### config.mk
export PLATFORM = sky130hd
export DESIGN_NAME = input_trigger_bank
export DESIGN_NICKNAME = d
export VERILOG_FILES = /design/src/rtl/input_trigger_bank.sv
export SDC_FILE = /design/constraint.sdc
export NUM_CORES = 1
export LEC_CHECK = 0
export ABC_CLOCK_PERIOD_IN_PS = 2750
export CELL_PAD_IN_SITES_DETAIL_PLACEMENT = 1
export CELL_PAD_IN_SITES_GLOBAL_PLACEMENT = 2
export CORE_AREA = 3 3 125 127
export DETAILED_ROUTE_END_ITERATION = 12
export DIE_AREA = 0 0 128 130
export PLACE_DENSITY = 0.79
export SYNTH_ARGS = -nofsm -noshare
export SYNTH_HDL_FRONTEND = slang
export SYNTH_SLANG_ARGS = --single-unit
export TNS_END_PERCENT = 100
### constraint.sdc
create_clock -name clk -period 2.75 [get_ports clk]
set_clock_uncertainty 0.1 [all_clocks]
set_input_delay 0.275 -clock clk [delete_from_list [all_inputs] [get_ports clk]]
set_output_delay 0.275 -clock clk [all_outputs]
set_load 0.01 [all_outputs]
### src/rtl/input_trigger_bank.sv
// ---------------------------------------------------------------------------
// input_trigger_bank
//
// This block conditions a bank of raw, bouncing trigger inputs and turns
// qualified edges into pulses.
//   1. Each input passes through a 2-flop synchroniser.
//   2. A per-channel counter accepts a new level only after it has held
//      for DB_CYCLES cycles.
//   3. Accepted edges become one-cycle pulses when the channel is enabled
//      and the edge direction matches edge_mode.
//   4. Any pulse produces a single inc_clk one cycle later.
//   5. ref_clk fires periodically, and also one cycle after inc_clk.
//      The inc-triggered refresh restarts the refresh period.
//
// Ports
//   clk        in   system clock, rising-edge
//   reset      in   synchronous active-high reset
//   trigger    in   [CHANNELS] raw asynchronous trigger inputs
//   edge_mode  in   [2] 00 rising, 01 falling, 10 both, 11 none
//   chan_en    in   [CHANNELS] per-channel pulse enable
//   level      out  [CHANNELS] debounced level of each channel
//   chan_pulse out  [CHANNELS] one-cycle pulse on a qualified debounced edge
//   inc_clk    out  one-cycle pulse, cycle after any chan_pulse
//   ref_clk    out  one-cycle refresh pulse (periodic or inc-triggered)
// ---------------------------------------------------------------------------
module input_trigger_bank #(
    parameter int CHANNELS   = 6,
    parameter int DB_CYCLES  = 10000,
    parameter int REF_PERIOD = 1000
) (
    input  logic                clk,
    input  logic                reset,
    input  logic [CHANNELS-1:0] trigger,
    input  logic [1:0]          edge_mode,
    input  logic [CHANNELS-1:0] chan_en,
    output logic [CHANNELS-1:0] level,
    output logic [CHANNELS-1:0] chan_pulse,
    output logic                inc_clk,
    output logic                ref_clk
);

    // DB_CYCLES >= 2 and REF_PERIOD >= 2, so both widths are at least 1.
    // Each width holds its terminal count (N-1).
    localparam int DB_W  = $clog2(DB_CYCLES);
    localparam int REF_W = $clog2(REF_PERIOD);
    localparam logic [DB_W-1:0]  DB_LAST  = DB_W'(DB_CYCLES - 1);
    localparam logic [REF_W-1:0] REF_LAST = REF_W'(REF_PERIOD - 1);

    logic [CHANNELS-1:0] r_sync1;
    logic [CHANNELS-1:0] r_sync2;
    logic [DB_W-1:0]     r_db_cnt [CHANNELS];
    logic [CHANNELS-1:0] r_level;
    logic [CHANNELS-1:0] r_pulse;
    logic                r_inc;
    logic                r_ref_req;   // inc_clk delayed by one cycle
    logic [REF_W-1:0]    r_ref_cnt;

    logic [CHANNELS-1:0] w_accept;    // level toggles at the end of this cycle
    logic [CHANNELS-1:0] w_qual;      // accepted edge that should pulse
    logic                w_rise_ok;
    logic                w_fall_ok;
    logic                w_ref;

    assign w_rise_ok = (edge_mode == 2'b00) || (edge_mode == 2'b10);
    assign w_fall_ok = (edge_mode == 2'b01) || (edge_mode == 2'b10);

    // The edge direction follows from the synchronised input value.
    // An accepted input of 1 means level is rising.
    always_comb begin
        w_accept = '0;
        w_qual   = '0;
        for (int i = 0; i < CHANNELS; i++) begin
            w_accept[i] = (r_sync2[i] != r_level[i]) && (r_db_cnt[i] == DB_LAST);
            w_qual[i]   = w_accept[i] && chan_en[i] &&
                          (r_sync2[i] ? w_rise_ok : w_fall_ok);
        end
    end

    // A periodic wrap and an inc-triggered refresh can land in the same
    // cycle. They merge into one pulse and a single reload to 0.
    assign w_ref = r_ref_req || (r_ref_cnt == REF_LAST);

    always_ff @(posedge clk) begin
        if (reset) begin
            r_sync1   <= '0;
            r_sync2   <= '0;
            r_level   <= '0;
            r_pulse   <= '0;
            r_inc     <= 1'b0;
            r_ref_req <= 1'b0;
            r_ref_cnt <= '0;
            for (int i = 0; i < CHANNELS; i++) begin
                r_db_cnt[i] <= '0;
            end
        end else begin
            r_sync1 <= trigger;
            r_sync2 <= r_sync1;
            // A bounce back to the current level wipes all accumulated credit.
            for (int i = 0; i < CHANNELS; i++) begin
                if (w_accept[i] || (r_sync2[i] == r_level[i])) begin
                    r_db_cnt[i] <= '0;
                end else begin
                    r_db_cnt[i] <= r_db_cnt[i] + 1'b1;
                end
            end
            r_level   <= r_level ^ w_accept;
            r_pulse   <= w_qual;
            r_inc     <= |r_pulse;
            r_ref_req <= r_inc;
            r_ref_cnt <= w_ref ? '0 : r_ref_cnt + 1'b1;
        end
    end

    assign level      = r_level;
    assign chan_pulse = r_pulse;
    assign inc_clk    = r_inc;
    assign ref_clk    = w_ref;

endmodule

# == Word level (Yosys, flattened, before mapping) ==
# Memories as Yosys holds them, arrays and structs flattened.
# Cells that the tools add are included.
# op_classes
addsub,7
n_eq_ne,21
n_mux,56
bitwise_logic,13
reduce_logical,30
# op_table
operator,count
$mux W14,12
$add A14 B1 Y14 const B,6
$eq A14 B14 Y1 const B,6
$mux W1,44
$logic_and A1 B1 Y1,18
$or A1 B1 Y1,12
$add A10 B1 Y10 const B,1
$eq A10 B10 Y1 const B,1
$logic_or A1 B1 Y1,9
$eq A1 B1 Y1,6
$ne A1 B1 Y1,6
$reduce_or A6 Y1,1
$xor A6 B6 Y6,1
$eq A2 B1 Y1 const B,1
$eq A2 B2 Y1 const B,1
$logic_not A2 Y1,1
$reduce_or A2 Y1,1
# word_totals
register_bits,36
ram_bits,84
inputBits,16
out_inout_bits,14
wordCells,135
n_memories,1
# mem_list
memory,words,width,read_ports,rd_ports_with_merged_regs,write_ports,line,rtl
r_db_cnt,6,14,6,0,6,51,logic [DB_W-1:0] r_db_cnt [CHANNELS];

# == Depth between registers and ports, before layout ==
# depth
word_depth,8
ltp_mapped,6
depth_no_buf,6

# == Least setup slack after synthesis ==
# Ideal clock, no wire load.
# synth_timing
kind,reg-to-reg
from,mem r_db_cnt[3][6] (netlist bit)
to,mem r_db_cnt[3][6] (netlist bit) (data pin)
arrival_ns,1.813
required_ns,2.396
setup_slack_ns,0.583
path_stages_with_launch,6
path_cell_list,edfxtp_1 -> or4b_1 -> or4_4 -> nand2_4 -> buf_8 -> nor2_1
# synth_rtl
item,line
"start, declared",51

==> results_dict.tcl <==
set metrics [dict create \
    status "finished, final reports clean" \
    ios 30 \
    wl_per_cell_um 14.0 \
    grtUsageTotal 0.159 \
    vdd_ir_drop_max_uv 438 \
    drive_above_1_share 0.0636 \
    worstMarginPinSlew_ns 0.526 \
    fp.dieW_um 128 \
    synth_flop_cell "edfxtp_1" \
    drv_slew 0 \
    syn_area_um2 5840 \
    ys_top_cells_by_area "edfxtp_1, dfxtp_1, xnor2_1" \
    cp_cell_sequence "or4b_1, or4_4, nand2_1, nor2_1" \
    critPathBufInv 0 \
    die_h_um 130 \
    finalCriticalPeriod_ns 2.38 \
    fin_area_um2 7270 \
    gp_congestion 0.795 \
    max_freq_ghz 0.420 \
    grtUsageMet3 0.0463 \
    avgSynthCellArea_um2 10.6 \
    fillCellCount 1638 \
    r2r-end "r_db_cnt[0][7]" \
    row_count 44 \
    cp-end-kind "flop" \
    grtUsageMet1 0.192 \
    dr_total_vias 4209 \
    cp-endpoint "r_db_cnt[0][7]" \
    fin_crit_sh 0.866 \
    ctsHoldBuffers 0 \
    ff2ff_path_depth 4 \
    drt_iter0_drc 189 \
    cts.htree.levels 4 \
    cts.repair.resized 0 \
    detail-route-antenna-nets 0 \
    ys_ff_latch 120 \
    clock_latency_ns 0.41 \
    clockBufferDepth 2 \
    r2r-start "r_db_cnt[0][11]" \
    async_flop_share 0 \
    dp.final_hpwl_um 9090 \
    clkTransAtPathRegs_ns 0.05 \
    cp-startpoint "r_db_cnt[0][11]" \
    cts.sinks 120 \
    rsz0062_at_grt "false" \
    gr-usage-met2 0.270 \
    top_usage_layer "met2" \
    final_cell_mix "nor2_1, edfxtp_1, conb_1" \
    worstPathMaxFanout 13 \
    setup_tns_ns 0 \
    power_leakage_nw 2.57 \
    post_cts_buffers 0 \
    initial_core_util 0.402 \
    cts_tree "yes" \
    grt_pass1_vias 4361 \
    cts_buffers 17 \
    hold_class "input port to flop" \
    antenna_cells 0 \
    required_ns 2.80 \
    area_delta_synth_final_pct 24.5 \
    synth_edf_count 84 \
    slowest_delay_ns 0.58 \
    dpl.cell_count 844 \
    grt_max_degree 17 \
    cts_root_buf "clkbuf_16" \
    avgViaCountPerCell 4.80 \
    dieArea_um2 16600 \
    port_buffers 29 \
    reg2reg_slack_ns 0.37 \
    critical_path_class "flop to flop" \
    crit_family "simple AND/OR/NAND/NOR gates" \
    grt_pass1_wl_um 20600 \
    drcViolationCount 0 \
    wirelength_um 12300 \
    final_cells 876 \
    synth.distinct_cells 40 \
    syn_inst 553 \
    overflow 0 \
    place_area_um2 6640 \
    timing.max_cap.violations 0 \
    antenna_found_initial 0 \
    setup_violations 0 \
    synth_area_leader_cell "edfxtp_1" \
    cp_num_cells 4 \
    ys_seq_area_frac 0.556 \
    hold_viol 0 \
    ys_warn_count 0 \
    layout_commonest_cell "nor2_1" \
    cp_slowest_cell "or4_4" \
    coreArea_um2 14500 \
    cp-start-kind "flop" \
    p_per_area_nw_per_um2 626 \
    first_pass_iters 4 \
    fin_nets 704 \
    synth_top_area_frac 0.432 \
    maxSlewHeadroom 0.648 \
    cp.arrival_ns 2.43 \
]
logic make-up (layout without fill, tap and decap cells):
| logic type | Yosys count | count (layout) | share of synthesized area |
|---|---|---|---|
| flops | 120 | 120 | 0.556 |
| simple gates | 289 | 289 | 0.249 |
| mux | 6 | 6 | 0.0103 |
| xor+xnor | 86 | 86 | 0.129 |
| buf+inv | 34 | 90 | 0.0266 |
| compound gates | 8 | 8 | 0.00922 |
| other cells | 1 | 84 | 0.000642 |
| fa+ha+maj | 9 | 9 | 0.0193 |
cell type report:
cell class | instances | area [um2] | share of cell area
clock buffer | 27 | 578 | 0.0795
clock inverter | 5 | 50.0 | 0.00688
inverter | 24 | 90.1 | 0.0124
multi-input combinational | 482 | 2750 | 0.378
sequential | 120 | 3240 | 0.446
tap | 184 | 230 | 0.0317
timing repair buffer | 34 | 328 | 0.0451
report_power, final:
| part | internal, mW | total (mW) | switching (mW) |
|---|---|---|---|
| clock network | 1.53 | 2.30 | 0.770 |
| registers | 2.00 | 2.07 | 0.0690 |
| logic | 0.0853 | 0.184 | 0.0987 |
| total | 3.61 | 4.55 | 0.937 |
through the flow:
stage	worst slack [ns]	util	hold WS (ns)	total power, mW
floorplan	0.583	-	0.303	2.21
global placement	0.418	0.457	0.327	2.28
detailed placement	0.357	0.457	0.326	2.29
CTS	0.338	0.500	0.300	4.61
global route	0.210	0.500	0.316	4.73
finish	0.368	0.500	0.318	4.55
how the worst min path moves through the flow:
stage            startpoint            to  cells past startpoint
2_1_floorplan    trigger[0]    r_sync1[0]                      1
3_3_place_gp   r_ref_cnt[0]  r_ref_cnt[0]                      1
3_5_place_dp     r_sync1[4]    r_sync2[4]                      1
4_1_cts          trigger[0]    r_sync1[0]                      2
5_1_grt          trigger[3]    r_sync1[3]                      2
6_report         trigger[3]    r_sync1[3]                      2
worst register-to-register path: cells and delay by family (launching register included):
family / cells / cell delay [ns]
AND/OR/NAND/NOR: 4 / 1.59
flip-flops: 1 / 0.42
per-layer routing:
layer,part of all wire,routed length (um),up-vias
li1,-,-,2116
met1,0.46,5630,2034
met2,0.50,6120,44
met3,0.029,360,15
met4,0.013,162,0
met5,0,0,-
synth_stat cells, types with 2 or more instances:
cell type	instances
mux2i_1	6
xor2_1	16
a31oi_1	5
and2_1	2
or3_1	4
dfxtp_1	36
edfxtp_1	84
and3_1	7
nor4_1	15
nor2_1	119
nor4b_1	4
nand4_1	22
nand2_1	25
nand2_2	2
nor3_1	31
ha_1	9
clkbuf_1	4
or4b_1	4
xnor2_1	70
inv_1	24
nor2b_1	13
buf_4	2
and4_1	3
or4_4	4
nand3_1	27
flip-flops by register name (all words and copies together) (netlist names), named ones only:
register / flops
r_db_cnt: 84
r_ref_cnt: 10
r_sync1: 6
r_ref_req: 1
chan_pulse: 6
r_sync2: 6
inc_clk: 1
Note: power is estimated with default switching activity, not from simulation.
